`src/rtl/gate_eval_arbiter.sv`:
```
// Round-robin arbiter that shares one bitwise gate-evaluation unit among NUM_REQ
// requesters and returns tagged results through a single-entry output register.
module gate_eval_arbiter #(
    parameter int NUM_REQ = 4,
    parameter int DATA_W  = 1,
    parameter int ID_W    = 2
) (
    input  logic                      clk,
    input  logic                      rst,
    input  logic [NUM_REQ-1:0]        req_valid,
    output logic [NUM_REQ-1:0]        req_ready,
    input  logic [3*NUM_REQ-1:0]      req_op,
    input  logic [DATA_W*NUM_REQ-1:0] req_x,
    input  logic [DATA_W*NUM_REQ-1:0] req_y,
    output logic                      rsp_valid,
    input  logic                      rsp_ready,
    output logic [ID_W-1:0]           rsp_id,
    output logic [DATA_W-1:0]         rsp_data,
    output logic                      rsp_err
);

    typedef enum logic {EMPTY, FULL} state_t;

    state_t            state, state_next;
    logic [ID_W-1:0]   rr_ptr, rr_next, sel;
    logic              found, can_accept, transfer;
    logic [2:0]        sel_op;
    logic [DATA_W-1:0] sel_x, sel_y, result;
    logic              illegal;
    int                idx;

    // NOTE: every always_comb output gets a default first so no path leaves it unassigned (no latch).
    always_comb begin
        found = 1'b0;
        sel   = '0;
        idx   = 0;
        for (int k = 0; k < NUM_REQ; k++) begin
            idx = int'(rr_ptr) + k;
            if (idx >= NUM_REQ) idx = idx - NUM_REQ;
            if (!found && req_valid[idx]) begin
                found = 1'b1;
                sel   = ID_W'(idx);
            end
        end
    end

    assign can_accept = !rsp_valid || rsp_ready;
    assign transfer   = found && can_accept;
    // Explicit wrap keeps the pointer legal when NUM_REQ is not a power of two.
    assign rr_next    = (int'(sel) == NUM_REQ - 1) ? '0 : sel + ID_W'(1);

    always_comb begin
        req_ready = '0;
        if (transfer) req_ready[sel] = 1'b1;
    end

    assign sel_op = req_op[3*int'(sel) +: 3];
    assign sel_x  = req_x[DATA_W*int'(sel) +: DATA_W];
    assign sel_y  = req_y[DATA_W*int'(sel) +: DATA_W];

    always_comb begin
        result  = '0;
        illegal = 1'b0;
        case (sel_op)
            3'd0:    result = sel_x & sel_y;
            3'd1:    result = sel_x | sel_y;
            3'd2:    result = ~sel_x;
            3'd3:    result = ~(sel_x & sel_y);
            3'd4:    result = ~(sel_x | sel_y);
            default: illegal = 1'b1;
        endcase
    end

    always_comb begin
        state_next = state;
        case (state)
            EMPTY:   if (transfer) state_next = FULL;
            FULL:    if (rsp_ready && !transfer) state_next = EMPTY;
            default: state_next = EMPTY;
        endcase
    end

    // NOTE: sequential state uses non-blocking assignments so all registers update together at the edge.
    always_ff @(posedge clk or posedge rst) begin
        if (rst) state <= EMPTY;
        else     state <= state_next;
    end

    assign rsp_valid = (state == FULL);

    always_ff @(posedge clk or posedge rst) begin
        if (rst) begin
            rr_ptr   <= '0;
            rsp_id   <= '0;
            rsp_data <= '0;
            rsp_err  <= 1'b0;
        end else if (transfer) begin
            rr_ptr   <= rr_next;
            rsp_id   <= sel;
            rsp_data <= result;
            rsp_err  <= illegal;
        end
    end

endmodule

```
`config.mk`:
```
export PLATFORM = sky130hd
export DESIGN_NAME = gate_eval_arbiter
export DESIGN_NICKNAME = d
export VERILOG_FILES = /design/src/rtl/gate_eval_arbiter.sv
export SDC_FILE = /design/constraint.sdc
export NUM_CORES = 1
export LEC_CHECK = 0
export CAP_MARGIN = 20
export CORE_MARGIN = 2
export CORE_UTILIZATION = 40
export CTS_BUF_LIST = sky130_fd_sc_hd__clkbuf_8
export DETAILED_ROUTE_END_ITERATION = 8
export PLACE_DENSITY = 0.82
export REMOVE_ABC_BUFFERS = 1
export SLEW_MARGIN = 0
export SYNTH_ARGS = -nofsm -noshare
export SYNTH_HDL_FRONTEND = slang
export SYNTH_SLANG_ARGS = --single-unit
```
`constraint.sdc`:
```
create_clock -name clk -period 2.4 [get_ports clk]
set_input_delay 0.36 -clock clk [delete_from_list [all_inputs] [get_ports clk]]
set_output_delay 0.36 -clock clk [all_outputs]
set_load 0.02 [all_outputs]
```
==> results of run 1 <==
-- synthesized netlist by cell type --
cell type,instances
mux2i_1,13
dfrtp_1,7
inv_1,7
nor2_1,7
mux2_2,6
a21oi_1,5
and2_1,4
ha_1,4
nand2_1,4
o21ai_0,3
nand2b_1,2
a21oi_2,1
a31oi_1,1
buf_6,1
clkbuf_1,1
mux2_1,1
mux2_4,1
nand4b_1,1
nor2_2,1
nor4_1,1
o21ai_2,1
o221ai_1,1
o22ai_1,1
-- metrics by stage --
stage / utilization, % / area [µm²] / hold WS [ns] / total power, µW / TNS (ns)
2_1_floorplan: - / 654 / 0.163 / 596 / 0
3_3_place_gp: 69.9 / 1080 / 0.497 / 825 / -0.942
3_5_place_dp: 69.9 / 1080 / 0.499 / 850 / -1.34
4_1_cts: 73.2 / 1130 / 0.361 / 1020 / 0
5_1_grt: 75.6 / 1160 / 0.397 / 1120 / -0.00377
6_report: 75.6 / 1160 / 0.358 / 1050 / 0
-- per-layer routing --
layer / track usage (%) / vias up
li1: - / 348
met1: 22.2 / 339
met2: 37.4 / 23
met3: 4.80 / 0
met4: 1.76 / 0
met5: 0 / -
-- path summary, 6_finish.rpt --
kind	start	end	slack, ns	depth (start not counted)
min in group clk	req_valid[2]	rsp_valid	0.49	3
max reg2reg	rr_ptr[1]	rsp_data	0.22	9
min	rst	rr_ptr[1]	0.36	2
max in group asynchronous	rst	rsp_id[0]	1.84	2
max	req_valid[1]	req_ready[2]	0.07	8
min reg2reg	rsp_id[0]	rsp_id[0]	0.50	1
-- power groups by stage --
| stage | clock [µW] | sequential [µW] | combinational, µW |
|---|---|---|---|
| after detailed placement | 0 | 205 | 645 |
| after CTS | 162 | 205 | 652 |
| after floorplan | 0 | 241 | 355 |
| after global routing | 167 | 217 | 736 |
| after global placement | 0 | 204 | 620 |
| final | 156 | 209 | 682 |
-- critical path: stages --
cell and delay [ns]:
clkdlybuf4s50_1 0.53, buf_4 0.16, a21oi_2 0.05, nor2_4 0.17, inv_1 0.09, ha_1 0.18, and2_1 0.13, dlygate4sd2_1 0.31
-- area by class of cell --
cell class,count,share of cell area [%]
Tap cell,16,1.72
Timing Repair Buffer,43,35.8
Inverter,7,2.26
Multi-Input combinational cell,58,41.4
Clock buffer,3,3.54
Sequential cell,7,15.0
Clock inverter,1,0.322
-- state kept, by name, summed over array words and instances (netlist names) --
register and cells:
rsp_valid 1, rsp_id 2, rr_ptr 2, rsp_err 1, rsp_data 1
-- kinds of logic after synthesis --
logic type | Yosys count
compound gates | 13
fa+ha+maj | 4
buf+inv | 9
flops | 7
mux | 21
simple gates | 20
-- repair_timing --
| item | 4_1_cts | 5_1_grt |
|---|---|---|
| endpoints found under the setup margin | 4 | 6 |
| hold buffers | 0 | 0 |
| pin swaps | 2 | 2 |
| buffers inserted | 1 | 0 |
| gates resized for setup | 7 | 12 |
==> out/results.ini, run 1 <==
[clock_network]
root_buffer=clkbuf_8
worstSkewPairLatency_ns=0.22
cts_num_sinks=7
htree_levels=1
clk_pin_slew_ns=0.04
cts_tree=yes
cts_buffers=3
clock_path_buffers=2

[setup_path]
critical_path_required_ns=2.04
critPathCaptureType=primary output
critPathKind=in2out
worstPathArrival_ns=1.97
start_kind=primary input
crit_path_max_fanout=4

[sta]
setup_slack_ns=0.0726
setup_viol_count_final=0
clock.fmax_mhz=430
period_share_pct=97.0
worst_slew_margin_rel_pct=76.4
final_max_slew_viol_count=0
finalCriticalPeriod_ns=2.33
max_slew.worst_pin.slew_ns=0.353
finClkSkew_ns=0.00131
finalHoldViolations=0

[placed_design]
pre_cts_ws_ns=-0.300
gp_congestion=0.744
place_inst=130
port_buffers=35
dp_hpwl_mm=1.35

[cells_and_area]
final_common_cell=clkdlybuf4s50_1
multiInputGateArea_um2=482
nNetsFinal=151
drive_above_1_share_pct=23.5
final_cells=135
layout_common_cells=clkdlybuf4s50_1 (29), mux2i_1 (12), inv_1 (8), nor2_1 (7), dfrtp_1 (7)
area_delta_synth_final_pct=74.0
fillers=112
seqCellArea_um2=175
antenna_cells=0

[power_and_ir_drop]
seq_power_share_pct=19.9
irDropWorstVdd_v=0.000561
combPwrFrac_pct=65.1
clock_power_share_pct=14.9
swShare_pct=39.2
p_int_uw=636
powerDensity_mw_per_mm2=898
p_sw_uw=411
p_leak_uw=0.000550

[yosys]
synth_compound_area_share_pct=11.8
synth_xor_area_share_pct=0
synth_simple_gate_area_share_pct=15.0
synth_top_cell_by_area=dfrtp_1
synth-seq-area-share_pct=26.2
avgSynthCellArea_um2=9.05
synth.distinct_cells=23
synth_top_family_by_area=multiplexers
yosysWarnings=0
synthCells=74
muxShareOfSynthArea_pct=33.5
synth_fa_ha_area_share_pct=7.48
yosysTopAreaCellShare_pct=26.2
ys_ff_latch=7
mappedNetlistArea_um2=669
yosys-top-cells-area=dfrtp_1 (26%), mux2i_1 (19%), mux2_2 (10%)

[drt]
ant_nets=0
wl_met1_um=730
highest_layer=met3
dr_wl_met3_um=93
drc=0
dr_wl_met2_um=923
first_pass_iters=4
routed_wl_mm=1.75
wire_per_inst_um=12.9
drt_iter0_markers=6
num_vias=710
drt-vias-per-instance=5.26

[worst_hold_path]
hold_class=in2async

[global_routing]
grt_pass1_vias=718
grt_pass1_wl_mm=2.90
antenna_found_initial=0
gr-total-overflow=0
grt_use_total_pct=19.4
grt_max_degree=11

[die]
initial_utilization_pct=43.4
dieArea_mm2=0.00202
io_pins=36
rows=14
core-area_mm2=0.00154
die-height_um=44.9
dieWidth_um=44.9

[run_status]
status=finished, final reports clean

[flow_run]
drv_cap=0

Power figures use the tool's default switching activity.
==> run 2: changes to the inputs <==
--- a/config.mk
+++ b/config.mk
@@ -7,11 +7,12 @@
 export LEC_CHECK = 0
 export CAP_MARGIN = 20
 export CORE_MARGIN = 2
-export CORE_UTILIZATION = 40
+export CORE_UTILIZATION = 50
 export CTS_BUF_LIST = sky130_fd_sc_hd__clkbuf_8
 export DETAILED_ROUTE_END_ITERATION = 8
-export PLACE_DENSITY = 0.82
+export DONT_BUFFER_PORTS = 1
 export REMOVE_ABC_BUFFERS = 1
+export SETUP_SLACK_MARGIN = 0.05
 export SLEW_MARGIN = 0
 export SYNTH_ARGS = -nofsm -noshare
 export SYNTH_HDL_FRONTEND = slang
==> run 2 against run 1 <==
Against the previous run: critical path depth is 1 lower; count of clock-buffer cells in the layout did not move; global-route usage fell by 3.1 points; routed wire length is 32% lower; clock skew up 0.0018 ns; critical endpoint is now req_ready[0]; largest power group unchanged.
==> out/results.ini, run 2 (same netlist as run 1, synthesis figures left out) <==
[sta]
hold_ws_ns=0.255
worst_slew_margin_rel_pct=45.1
final_max_slew_viol_count=0
totalNegativeSetupSlack_ns=0
setup_viol_count_final=0
rsz0062_at_grt=no
finalCriticalPeriod_ns=2.10
clock.fmax_mhz=477
setup_slack_ns=0.303
finClkSkew_ns=0.00306
max_slew.worst_pin.slew_ns=0.824
period_share_pct=87.4
finalHoldViolations=0

[drt]
dr_wl_met2_um=551
ant_nets=0
drt_iter0_markers=5
num_vias=524
drt-vias-per-instance=5.57
wire_per_inst_um=12.6
wl_met1_um=513
highest_layer=met4
drc=0
routed_wl_mm=1.19
first_pass_iters=2
dr_wl_met3_um=114

[setup_path]
reg2reg_from=rr_ptr[1]
crit_chain=mux2i_1 -> o22ai_1 -> nor2_2 -> buf_4 -> inv_1 -> ha_1 -> and2_1
crit_path_max_fanout=13
start_kind=register
critPathCaptureType=primary output
critPathKind=reg2out
rrSetupSlack_ns=0.36
critical_path_required_ns=2.04
reg2reg_depth=9
r2r-end=rsp_data
worstPathArrival_ns=1.74
crit_slowest_cell=dfrtp_1
slowest_delay_ns=0.42

[flow_run]
drv_cap=0

[cells_and_area]
seqCellArea_um2=175
drive_above_1_share_pct=19.0
largest_registers=rr_ptr (2), rsp_id (2)
final_common_cell=mux2i_1
antenna_cells=0
fillers=118
area_delta_synth_final_pct=11.0
layout_common_cells=mux2i_1 (13), inv_1 (8), nor2_1 (7), dfrtp_1 (7), mux2_2 (6)
nNetsFinal=111
multiInputGateArea_um2=453

[die]
initial_utilization_pct=52.8
core-area_mm2=0.00127
rows=13
dieWidth_um=40.6
dieArea_mm2=0.00165
die-height_um=40.6
io_pins=36

[clock_network]
clock_path_buffers=2
cts_resized=0
htree_levels=1
clk_pin_slew_ns=0.04
cts_tree=yes
cts_num_sinks=7
cts_buffers=3
root_buffer=clkbuf_8
worstSkewPairLatency_ns=0.22

[power_and_ir_drop]
p_leak_uw=0.000356
irDropWorstVdd_v=0.000650
power_uw=827
powerDensity_mw_per_mm2=1110

[placed_design]
pre_cts_ws_ns=0.360
port_buffers=0
dp_hpwl_um=944
gp_congestion=0.646

[worst_hold_path]
hold_start=rsp_ready
hold_end=rsp_valid
hold_class=in2reg
holdPathStages=1

[global_routing]
grt_pass1_vias=429
grt_use_total_pct=16.3
grt_max_degree=14
antenna_found_initial=0
gr-total-overflow=0
grt_pass1_wl_mm=1.74

[run_status]
status=finished, final reports clean

## run 2: layout make-up
type                            count  area share (%)
Multi-Input combinational cell     58            60.9
Sequential cell                     7            23.6
Clock buffer                        3            5.56
Inverter                            7            3.54
Timing Repair Buffer                3            3.37
Tap cell                           15            2.53
Clock inverter                      1           0.505
## run 2: worst max path at each step
stage	cells after the start	startpoint	to	slack, ns
final	7	rr_ptr[1]	req_ready[0]	0.30
after global routing	9	rr_ptr[1]	rsp_data	0.14
after CTS	7	rr_ptr[1]	req_ready[0]	0.30
after detailed placement	9	rr_ptr[1]	rsp_data	0.36
after global placement	9	rr_ptr[1]	rsp_data	0.39
after floorplan	8	rr_ptr[1]	rsp_data	0.24
## run 2: worst max-delay path, delay by kind of cell, from the launching register on
family	cells	cell delay (ns)
AO/OA/AOI/OAI	1	0.11
adder cells (fa/ha/maj)	1	0.17
AND/OR/NAND/NOR	2	0.31
flip-flops	1	0.42
buffers and inverters	2	0.30
multiplexers	1	0.20
## run 2: power breakdown
part	internal (µW)	switching [µW]
Combinational	207	213
Clock	110	47.0
Sequential	168	82.1
## run 2: per-stage QoR
stage | cells | cell area, µm² | util (%)
2_1_floorplan | 72 | 654 | -
5_1_grt | 94 | 743 | 58.6
4_1_cts | 94 | 743 | 58.6
3_5_place_dp | 89 | 688 | 54.2
6_report | 94 | 743 | 58.6
3_3_place_gp | 89 | 688 | 54.2
## run 2: metal layers
layer	up-vias	GRT usage (%)
li1	268	-
met1	236	19.9
met2	18	25.0
met3	2	7.78
met4	0	5.00
met5	-	0
## run 2: timing repair
item | 4_1_cts | 5_1_grt
hold endpoints to repair | 7 | 0
hold buffers | 1 | 0
setup endpoints to repair | 0 | 0
setup buffers | 0 | 0
